**config.mk**
```make
export PLATFORM = sky130hd
export DESIGN_NAME = fetch_queue
export DESIGN_NICKNAME = d
export VERILOG_FILES = /design/src/rtl/fetch_queue.sv
export SDC_FILE = /design/constraint.sdc
export NUM_CORES = 1
export LEC_CHECK = 0
export CORE_AREA = 2 2 231 233
export DETAILED_ROUTE_END_ITERATION = 12
export DIE_AREA = 0 0 233 235
export PLACE_DENSITY = 0.75
export SYNTH_ARGS = -nofsm -noshare
export SYNTH_HDL_FRONTEND = slang
export SYNTH_SLANG_ARGS = --single-unit
```
**constraint.sdc**
```tcl
create_clock -name clk -period 4.6 [get_ports clk]
set_input_delay 0.92 -clock clk [delete_from_list [all_inputs] [get_ports clk]]
set_output_delay 0.92 -clock clk [all_outputs]
set_load 0.02 [all_outputs]
```
**src/rtl/fetch_queue.sv**
```systemverilog
// fetch_queue: multi-wide fetch stage feeding decode through a DEPTH-entry circular instruction queue.
// Define FETCH_QUEUE_PERF_EN to add the perf_blocks/perf_drops/perf_full_stalls counters.
module fetch_queue #(
  parameter int          FETCH_W  = 2,
  parameter int          DEPTH    = 8,
  parameter logic [31:0] RESET_PC = 32'h0
) (
  input  logic                     clk,
  input  logic                     reset,
  input  logic                     redirect_valid,
  input  logic [31:0]              redirect_pc,
  output logic                     ic_req_valid,
  output logic [31:0]              ic_req_addr,
  input  logic                     ic_resp_valid,
  input  logic [32*FETCH_W-1:0]    ic_resp_data,
  input  logic                     ready_out,
  output logic                     valid_out,
  output logic [31:0]              instr_out,
  output logic [31:0]              pc_out,
  output logic [31:0]              pc_4,
  output logic [$clog2(DEPTH):0]   occupancy
`ifdef FETCH_QUEUE_PERF_EN
  ,
  output logic [31:0]              perf_blocks,
  output logic [31:0]              perf_drops,
  output logic [31:0]              perf_full_stalls
`endif
);
  localparam int PW = $clog2(DEPTH);
  localparam int CW = PW + 1;
  localparam logic [31:0] BMASK = 32'(FETCH_W * 4 - 1);
  typedef enum logic [1:0] {RUN, WAIT, DROP} state_t;
  state_t state_q, state_d;
  logic [31:0] fpc_q, fpc_d, blk, off;
  logic [PW-1:0] head_q, head_d, tail_q, tail_d;
  logic [CW-1:0] count_q, count_d, nenq;
  logic [31:0] pc_mem [DEPTH];
  logic [31:0] instr_mem [DEPTH];
  logic fits, req, resp_enq, resp_drop, deq;
  assign valid_out    = count_q != '0;
  assign pc_out       = pc_mem[head_q];
  assign instr_out    = instr_mem[head_q];
  assign pc_4         = pc_out + 32'd4;
  assign occupancy    = count_q;
  assign ic_req_valid = req;
  assign ic_req_addr  = blk;
  always_comb begin
    blk       = fpc_q & ~BMASK;
    off       = (fpc_q >> 2) & 32'(FETCH_W - 1);
    fits      = (CW'(DEPTH) - count_q) >= CW'(FETCH_W);
    req       = state_q == RUN && !redirect_valid && fits && !reset;
    resp_enq  = state_q == WAIT && ic_resp_valid && !redirect_valid;
    resp_drop = ic_resp_valid && (state_q == DROP || (state_q == WAIT && redirect_valid));
    deq       = valid_out && ready_out && !redirect_valid;
    nenq      = resp_enq ? CW'(FETCH_W) - CW'(off) : '0;
    // A response always ends WAIT; a redirect without one leaves a stale request to drop.
    state_d   = state_q == RUN  ? (req ? WAIT : RUN)
              : state_q == WAIT ? (ic_resp_valid ? RUN : redirect_valid ? DROP : WAIT)
              : (ic_resp_valid && !redirect_valid ? RUN : DROP);
    count_d   = redirect_valid ? '0 : count_q + nenq - CW'(deq);
    head_d    = redirect_valid ? tail_q : head_q + PW'(deq);
    tail_d    = tail_q + PW'(nenq);
    fpc_d     = redirect_valid ? redirect_pc & ~32'h3
              : resp_enq ? blk + 32'(FETCH_W * 4) : fpc_q;
  end
  always_ff @(posedge clk) begin
    if (reset) begin
      state_q <= RUN;
      fpc_q   <= RESET_PC;
      head_q  <= '0;
      tail_q  <= '0;
      count_q <= '0;
    end else begin
      state_q <= state_d;
      fpc_q   <= fpc_d;
      head_q  <= head_d;
      tail_q  <= tail_d;
      count_q <= count_d;
    end
  end
  // Lanes below the fetch offset are skipped; the rest pack contiguously from tail.
  always_ff @(posedge clk) begin
    for (int i = 0; i < FETCH_W; i++) begin
      if (resp_enq && 32'(i) >= off) begin
        pc_mem[tail_q + PW'(32'(i) - off)]    <= blk + 32'(4 * i);
        instr_mem[tail_q + PW'(32'(i) - off)] <= ic_resp_data[32*i +: 32];
      end
    end
  end
`ifdef FETCH_QUEUE_PERF_EN
  always_ff @(posedge clk) begin
    if (reset) begin
      perf_blocks      <= '0;
      perf_drops       <= '0;
      perf_full_stalls <= '0;
    end else begin
      perf_blocks      <= perf_blocks + 32'(resp_enq);
      perf_drops       <= perf_drops + 32'(resp_drop);
      perf_full_stalls <= perf_full_stalls + 32'(state_q == RUN && !redirect_valid && !fits);
    end
  end
`endif
endmodule

```
==> flow_summary_export.csv, run 1 <==
group,metric,value,unit
detailed_routing,postRouteAntennaNets,0,
sta,hold_viol,0,
cells_and_area,fillers,3895,
global_route,grt_use_total,24.1,%
floorplan,dieWidth,233,um
logic_synthesis,ys_seq_elements,538,
logic_synthesis,yosysWarningCount,0,
global_route,first_global_vias,16300,
global_route,overflow,0,
detailed_routing,remaining_drc_errors,0,
detailed_routing,vias_per_cell,5.85,
sta,maxSlewViolCount,0,
critical_path,arrival,3.60,ns
detailed_routing,first_pass_iters,8,
pwr,peakVddDrop,0.000261,V
sta,rsz0062_at_grt,"no",
cells_and_area,layout_commonest_cell,"edfxtp_1",
sta,final.setup.worst_slack,0.0832,ns
floorplan,fp.dieH,235,um
pwr,p_clk_share,41.3,%
pwr,pwr-share-seq,51.3,%
pwr,power_switching,0.00232,W
place,dp_hpwl,38400,um
logic_synthesis,synthSimpleGateAreaFrac,9.35,%
clocking,clk_pin_slew,0.06,ns
floorplan,pin_count,235,
pwr,p_leak,11.1,nW
hold_path,min_from,"pc_mem[3][2]",
logic_synthesis,yosysUniqueCellTypes,54,
global_route,grt_pass1_wl,98900,um
sta,setup_violations,0,
logic_synthesis,yosysTopAreaCell,"edfxtp_1",
sta,fin_crit_sh,98.2,%
clocking,cts.sinks,538,
critical_path,crit_type,"reg2out",
clocking,hold_buffers,0,
logic_synthesis,synthXorXnorAreaFrac,2.12,%
floorplan,row_count,84,
detailed_routing,vias,15700,
critical_path,critPathLaunchType,"register",
global_route,grt_max_degree,67,
logic_synthesis,yosysTopAreaCellShare,54.5,%
logic_synthesis,synth_compound_area_share,1.18,%
place,gp_congestion,0.778,
clocking,clockBufferDepth,3,
sta,slew_headroom,53.6,%
logic_synthesis,seq_area_frac_synth,58.2,%
critical_path,crit_fanout,14,
sta,tightest_slew,0.695,ns
sta,hold_ws,0.445,ns
critical_path,cp-end-kind,"primary output",
critical_path,critPathRequiredTime,3.68,ns
pwr,p_total,0.0106,W
clocking,clock_latency,0.61,ns
floorplan,die_area,54800,um2
place,place_ws,0.178,ns
cells_and_area,layout.nets,2070,
cells_and_area,finalNonFillerCells,2691,
sta,finalClockSkew,0.0174,ns
hold_path,holdCritPathClass,"reg2reg",
place,place_inst,2567,
logic_synthesis,synthMuxAreaShare,24.4,%
clocking,cts_buffers,56,
sta,fin_crit,4.52,ns
flow_run,maxCapViolCount,0,
floorplan,core,52200,um2
place,port_buffers,225,
logic_synthesis,synth_area_leaders,"edfxtp_1 54%, mux2_2 13%, mux4_2 7.4%",
global_route,antenna_found_initial,3,
critical_path,startpoint,"head_q[1]",
clocking,cts_tree,"done",
logic_synthesis,synth_fa_ha_area_share,0.800,%
clocking,htree_levels,2,
sta,setup_tns,0,ns
detailed_routing,drt-initial-drc-count,1411,
detailed_routing,wire_per_inst,24.4,um
logic_synthesis,synthesis.area,26900,um2
pwr,internal_power,0.00824,W
cells_and_area,layout-area-overhead-vs-synth,18.5,%
logic_synthesis,synth_top_family_by_area,"multiplexers",
clocking,root_buffer,"clkbuf_16",
cells_and_area,final_cell_mix,"488 x edfxtp_1, 299 x mux2_2, 211 x clkdlybuf4s50_1",
pwr,power_per_cell_area,332,nW/um2
logic_synthesis,syn_inst,1748,
pwr,combPwrFrac,7.4,%
cells_and_area,layout-drive-gt1-share,29.8,%
floorplan,initial_core_util,51.5,%
sta,max_freq,221,MHz
critical_path,regToRegStartpoint,"fpc_q[2]",
detailed_routing,routed_wl,65600,um
run_status,outcome,"complete, no violations",
pwr,netSwitchingFraction,22.0,%
logic_synthesis,avgSynthCellArea,15.4,um2
critical path, stage by stage, from the launching register on:
cell	delay (ns)
dfxtp_4	0.45
buf_12	0.20
mux4_1	0.60
mux2_2	0.33
ha_2	0.26
nand3_4	0.19
buf_4	0.17
nor2_1	0.05
xnor2_1	0.13
clkdlybuf4s50_1	0.62
routing by layer:
metal,part of all wire (%),GRT usage (%),wire length (um)
met5,0.041,0,27
met4,2.2,6.43,1420
met3,6.9,3.97,4540
met2,50,40.1,32600
met1,41,33.1,27100
cell type report:
type / count / area [um2] / area share, %
inverters: 38 / 144 / 0.451
flip-flops and latches: 538 / 15700 / 49.2
repair buffers: 301 / 3090 / 9.70
clock buffers: 74 / 1510 / 4.73
diodes: 2 / 5.00 / 0.0157
clock inverters: 32 / 265 / 0.832
well taps: 688 / 861 / 2.70
multi-input cells: 1018 / 10300 / 32.4
synth_stat cells, drive strengths merged:
master,number
conb,1
a211oi,13
clkbuf,82
fa,2
buf,78
a21o,3
inv,37
or3,5
a2111oi,1
clkinv,1
ha,14
nand2b,3
nor3,19
nor2,65
or2,2
and2,115
mux2i,24
xnor2,32
nor4,12
mux4,124
mux2,299
and3b,1
o21ai,5
o31ai,1
dfxtp,50
a311oi,2
nand4,11
nor2b,106
xor2,33
a21oi,24
nand2,53
nor3b,1
and4,3
edfxtp,488
a31oi,1
and3,5
nor4b,3
a2bb2oi,1
nand3,28
per-stage QoR:
stage / utilization (%) / area [um2]
after global routing: 61.0 / 31900
after detailed placement: 57.1 / 29800
after CTS: 60.9 / 31800
after floorplan: - / 26900
after global placement: 57.1 / 29800
final: 61.0 / 31900
state kept, by name, summed over array words and instances (netlist names):
| register | flops |
|---|---|
| fpc_q | 30 |
| pc_mem | 240 |
| occupancy | 4 |
| tail_q | 3 |
| state_q | 2 |
| head_q | 3 |
| instr_mem | 256 |
cell families after synthesis:
logic type	Yosys count
AO/OA/AOI/OAI	51
adder cells (fa/ha/maj)	16
buffers and inverters	198
flip-flops	538
XOR/XNOR	65
AND/OR/NAND/NOR	432
multiplexers	447
other	1
path summary, 6_finish.rpt:
path	endpoint	cells past startpoint	slack [ns]
setup / recovery	pc_4[12]	9	0.08
hold / removal	pc_mem[3][2]	2	0.44
setup reg to reg	instr_mem[6][28]	6	1.60
hold reg to reg	pc_mem[3][2]	2	0.44
power groups by stage:
stage | Combinational (W) | Sequential, W | Clock (W)
after floorplan | 0.000490 | 0.00549 | 0
after global placement | 0.000746 | 0.00553 | 0
after detailed placement | 0.000764 | 0.00553 | 0
after CTS | 0.000781 | 0.00542 | 0.00444
after global routing | 0.000836 | 0.00543 | 0.00461
final | 0.000780 | 0.00543 | 0.00436
timing repair:
item	CTS	global route
pin swaps	2	1
buffers inserted	14	1
cloned	0	1
resized for setup	17	10
setup endpoints to repair	22	10
hold endpoints to repair	0	0
(Power assumes the default switching activity.)
==> run 2, diff against run 1 <==
--- a/config.mk
+++ b/config.mk
@@ -6,6 +6,7 @@
 export NUM_CORES = 1
 export LEC_CHECK = 0
 export CORE_AREA = 2 2 231 233
+export CTS_BUF_LIST = sky130_fd_sc_hd__clkbuf_4 sky130_fd_sc_hd__clkbuf_8
 export DETAILED_ROUTE_END_ITERATION = 12
 export DIE_AREA = 0 0 233 235
 export PLACE_DENSITY = 0.75
==> run 2 against run 1 <==
  * Sequential power barely moved
  * Clock power decreased by 3%
  * Critical endpoint is now pc_4[17]
  * Via count is 0.81% higher
  * Largest cell class unchanged
  * Count of clock-buffer cells in the layout rose by 42
  * Sequential cell count unchanged
  * Highest routed layer unchanged
  * Worst hold slack better by 0.0019 ns
==> flow_summary_export.csv, run 2 (synthesis results as in run 1) <==
group,metric,value,unit
global_route,grt_pass1_wl,99300,um
global_route,gr-usage-met3,5.07,%
detailed_routing,wire_per_inst,24.0,um
place,gp_congestion,0.778,
pwr,p_leak,11.2,nW
sta,setup_tns,0,ns
pwr,combPwrFrac,7.4,%
clocking,htree_levels,3,
sta,fin_crit,4.45,ns
cells_and_area,fillers,3914,
clocking,clock_latency,0.70,ns
sta,hold_viol,0,
flow_run,maxCapViolCount,0,
cells_and_area,layout-drive-gt1-share,31.8,%
cells_and_area,layout_commonest_cell,"edfxtp_1",
place,port_buffers,225,
pwr,power_switching,0.00241,W
clocking,clk_pin_slew,0.06,ns
place,place_inst,2567,
clocking,clockBufferDepth,3,
floorplan,fp.dieH,235,um
floorplan,die_area,54800,um2
cells_and_area,finalNonFillerCells,2749,
global_route,grt_use_total,24.3,%
pwr,power_per_cell_area,328,nW/um2
sta,maxSlewViolCount,0,
cells_and_area,layout.nets,2104,
cells_and_area,final_cell_mix,"488 x edfxtp_1, 299 x mux2_2, 207 x clkdlybuf4s50_1",
clocking,cts_buffers,90,
sta,setup_violations,0,
sta,finalClockSkew,0.0399,ns
pwr,internal_power,0.00805,W
hold_path,holdCritPathClass,"reg2reg",
floorplan,core,52200,um2
place,dp_hpwl,38400,um
pwr,p_clk_share,40.7,%
detailed_routing,routed_wl,65800,um
sta,fin_crit_sh,96.8,%
pwr,pwr-share-seq,51.9,%
detailed_routing,first_pass_iters,7,
pwr,peakVddDrop,0.000201,V
global_route,overflow,0,
clocking,cts_tree,"done",
critical_path,critPathLaunchType,"register",
critical_path,crit_type,"reg2out",
detailed_routing,vias,15900,
detailed_routing,postRouteAntennaNets,0,
global_route,grt_max_degree,67,
cells_and_area,largest_register_ffs,256,
critical_path,arrival,3.53,ns
critical_path,cp-end-kind,"primary output",
sta,max_freq,225,MHz
clocking,hold_buffers,0,
global_route,busiest_layer,"met2",
detailed_routing,remaining_drc_errors,0,
global_route,antenna_found_initial,5,
detailed_routing,vias_per_cell,5.77,
sta,hold_ws,0.447,ns
cells_and_area,top_regs,"instr_mem: 256 flops, pc_mem: 240 flops, fpc_q: 30 flops",
global_route,met1_usage,32.3,%
sta,slew_headroom,52.2,%
cells_and_area,final_cell_area,31900,um2
critical_path,crit_fanout,5,
cells_and_area,largest_register,"instr_mem",
global_route,first_global_vias,16600,
floorplan,initial_core_util,51.5,%
global_route,met2_usage,39.9,%
clocking,root_buffer,"clkbuf_8",
run_status,outcome,"complete, no violations",
floorplan,row_count,84,
sta,tightest_slew,0.718,ns
critical_path,critPathRequiredTime,3.68,ns
clocking,cts.sinks,538,
floorplan,pin_count,235,
sta,rsz0062_at_grt,"no",
pwr,netSwitchingFraction,23.0,%
detailed_routing,drt-initial-drc-count,1266,
cells_and_area,layout-area-overhead-vs-synth,18.4,%
place,dpl_cell_area,29800,um2
cells_and_area,fin_util,61.0,%
floorplan,dieWidth,233,um
-- run 2: cell types whose count changed in the layout (fill, tap and decap cells not counted), moves of 4 or more --
cell and change:
clkbuf_8 +93, clkbuf_16 -57, clkbuf_4 +19, clkbuf_1 -14
clkinv_1 +13, dlygate4sd2_1 +7, clkdlybuf4s50_1 -4, inv_8 +4
-- run 2: metrics by stage --
stage / power (W) / setup slack (ns)
floorplan: 0.00598 / 0.262
global placement: 0.00627 / 0.180
detailed placement: 0.00629 / 0.178
CTS: 0.0105 / 0.00146
global route: 0.0108 / 0.000300
finish: 0.0105 / 0.149
-- run 2: cell type report --
type	count	area, um2	area share, %
Tap cell	688	861	2.70
Clock buffer	116	1480	4.64
Timing Repair Buffer	301	3060	9.59
Sequential cell	538	15700	49.2
Inverter	38	144	0.452
Antenna cell	1	2.50	0.00786
Multi-Input combinational cell	1018	10300	32.4
Clock inverter	49	330	1.04
-- run 2: routing by layer --
| layer | vias to the layer above | wire length [um] |
|---|---|---|
| li1 | 7084 | - |
| met1 | 8106 | 27100 |
| met2 | 551 | 32400 |
| met3 | 121 | 4670 |
| met4 | 10 | 1640 |
| met5 | - | 56 |
-- run 2: worst max-delay path: stages (launching register included) --
cell             delay (ns)
dfxtp_4                0.37
buf_12                 0.13
buf_4                  0.12
mux4_1                 0.55
mux2i_2                0.41
nor4_4                 0.11
buf_4                  0.18
nand3_1                0.16
nor2_1                 0.07
xor2_1                 0.14
clkdlybuf4s50_1        0.62
-- run 2: final timing paths --
check,start,endpoint,slack (ns),depth (start not counted)
max,head_q[0],pc_4[17],0.15,10
max reg2reg,fpc_q[2],instr_mem[6][20],1.56,6
min reg2reg,pc_mem[3][2],pc_mem[3][2],0.45,2
min,pc_mem[3][2],pc_mem[3][2],0.45,2
-- run 2: repair_timing --
| action | in CTS | in global routing |
|---|---|---|
| setup buffers | 15 | 1 |
| setup endpoints to repair | 24 | 6 |
| gates resized for setup | 23 | 5 |
| endpoints found under the hold margin | 0 | 0 |
| pin swaps | 2 | 1 |
-- run 2: power groups by stage --
stage | registers, W | clock network (W) | logic, W
floorplan | 0.00549 | 0 | 0.000490
global placement | 0.00553 | 0 | 0.000746
detailed placement | 0.00553 | 0 | 0.000764
CTS | 0.00543 | 0.00433 | 0.000779
global route | 0.00543 | 0.00453 | 0.000832
finish | 0.00543 | 0.00425 | 0.000777
==> run 3, diff against run 2 <==
--- a/config.mk
+++ b/config.mk
@@ -9,6 +9,7 @@
 export CTS_BUF_LIST = sky130_fd_sc_hd__clkbuf_4 sky130_fd_sc_hd__clkbuf_8
 export DETAILED_ROUTE_END_ITERATION = 12
 export DIE_AREA = 0 0 233 235
+export MAX_ROUTING_LAYER = met4
 export PLACE_DENSITY = 0.75
 export SYNTH_ARGS = -nofsm -noshare
 export SYNTH_HDL_FRONTEND = slang
==> run 3 against run 2 <==
  * Worst setup slack worse by 0.014 ns
  * Clock skew decreased by 0.0017 ns
  * Non-clock buffer count unchanged
  * Worst hold slack barely moved
  * Sequential power about the same
  * Total power hardly changed
  * Die area did not move
  * Combinational power hardly changed
  * Routed wire length about the same
  * Largest cell class unchanged
==> flow_summary_export.csv, run 3 (synthesis results as in run 1) <==
group,metric,value,unit
detailed_routing,vias_per_cell,5.77,
clocking,cts.sinks,538,
detailed_routing,first_pass_iters,5,
pwr,p_leak,11.2,nW
floorplan,pin_count,235,
sta,maxSlewViolCount,0,
clocking,hold_buffers,0,
clocking,cts_tree,"done",
cells_and_area,fillers,3911,
global_route,antenna_found_initial,5,
sta,max_freq,224,MHz
sta,rsz0062_at_grt,"no",
cells_and_area,layout-drive-gt1-share,31.8,%
clocking,htree_levels,3,
floorplan,dieWidth,233,um
clocking,cts_buffers,90,
cells_and_area,final_cell_area,31900,um2
critical_path,crit_fanout,5,
global_route,overflow,0,
floorplan,die_area,54800,um2
pwr,power_per_cell_area,328,nW/um2
detailed_routing,drt-initial-drc-count,1275,
global_route,first_global_vias,16600,
sta,tightest_slew,0.727,ns
pwr,p_total,0.0105,W
place,gp_congestion,0.789,
detailed_routing,remaining_drc_errors,0,
global_route,grt_max_degree,67,
global_route,grt_use_total,25.0,%
cells_and_area,layout.nets,2104,
sta,fin_crit,4.46,ns
cells_and_area,layout_commonest_cell,"edfxtp_1",
run_status,outcome,"complete, no violations",
place,dp_hpwl,38400,um
cells_and_area,largest_register_ffs,256,
sta,setup_violations,0,
floorplan,row_count,84,
cells_and_area,layout-area-overhead-vs-synth,18.5,%
sta,fin_crit_sh,97.1,%
floorplan,fp.dieH,235,um
global_route,grt_pass1_wl,99200,um
clocking,clock_latency,0.70,ns
place,port_buffers,225,
hold_path,holdCritPathClass,"reg2reg",
sta,setup_tns,0,ns
detailed_routing,postRouteAntennaNets,0,
cells_and_area,largest_register,"instr_mem",
flow_run,maxCapViolCount,0,
sta,slew_headroom,51.5,%
detailed_routing,routed_wl,65800,um
critical_path,critPathLaunchType,"register",
cells_and_area,final_cell_mix,"488 x edfxtp_1, 299 x mux2_2, 207 x clkdlybuf4s50_1",
clocking,clk_pin_slew,0.06,ns
critical_path,arrival,3.54,ns
detailed_routing,wire_per_inst,23.9,um
cells_and_area,top_regs,"instr_mem: 256 flops, pc_mem: 240 flops, fpc_q: 30 flops",
floorplan,core,52200,um2
critical_path,crit_type,"reg2out",
sta,hold_viol,0,
place,dpl_cell_area,29800,um2
pwr,peakVddDrop,0.000201,V
detailed_routing,vias,15900,
critical_path,cp-end-kind,"primary output",
sta,finalClockSkew,0.0382,ns
floorplan,initial_core_util,51.5,%
critical_path,critPathRequiredTime,3.68,ns
clocking,root_buffer,"clkbuf_8",
clocking,clockBufferDepth,3,
[run 3: critical path, stage by stage (launching register included)]
cell             delay [ns]
dfxtp_4                0.37
buf_12                 0.13
buf_4                  0.12
mux4_1                 0.56
mux2i_2                0.42
nor4_4                 0.11
buf_4                  0.18
nand3_1                0.16
nor2_1                 0.08
xor2_1                 0.14
clkdlybuf4s50_1        0.62
[run 3: where the power goes]
| group | switching [W] | internal (W) |
|---|---|---|
| clock network | 0.00196 | 0.00229 |
| registers | 0.0000703 | 0.00536 |
| logic | 0.000375 | 0.000401 |
[run 3: worst paths after layout]
kind / cells after the start / endpoint / from / slack (ns)
worst max-delay path: 10 / pc_4[17] / head_q[0] / 0.14
worst min-delay path: 2 / pc_mem[3][2] / pc_mem[3][2] / 0.45
worst max register to register: 6 / instr_mem[6][20] / fpc_q[2] / 1.56
worst min register to register: 2 / pc_mem[3][2] / pc_mem[3][2] / 0.45
[run 3: timing repair]
item / CTS / global route
pin swaps: 2 / 1
buffers inserted: 15 / 1
gates resized for setup: 23 / 5
setup endpoints to repair: 24 / 6
[run 3: final cells by class]
| class | instances | area, um2 | share of cell area [%] |
|---|---|---|---|
| sequential | 538 | 15700 | 49.2 |
| multi-input combinational | 1018 | 10300 | 32.4 |
| timing repair buffer | 301 | 3060 | 9.59 |
| clock buffer | 116 | 1480 | 4.64 |
| tap | 688 | 861 | 2.70 |
| clock inverter | 49 | 330 | 1.04 |
| inverter | 38 | 144 | 0.451 |
| antenna | 7 | 17.5 | 0.0550 |
[run 3: layer usage]
layer / track usage (%) / vias up / share of wire, %
met1: 32.5 / 8061 / 41
met5: - / - / 0
met3: 4.85 / 114 / 7.3
li1: - / 7094 / -
met4: 8.16 / 0 / 2.4
met2: 39.9 / 618 / 49
[run 3: stage by stage]
stage / hold slack, ns / util [%] / worst slack (ns) / cells
detailed placement: 0.438 / 57.1 / 0.178 / 2567
floorplan: 0.415 / - / 0.262 / 1754
global placement: 0.429 / 57.1 / 0.180 / 2567
global route: 0.476 / 61.0 / 0.000329 / 2754
CTS: 0.447 / 60.9 / 0.00146 / 2747
finish: 0.446 / 61.0 / 0.135 / 2755
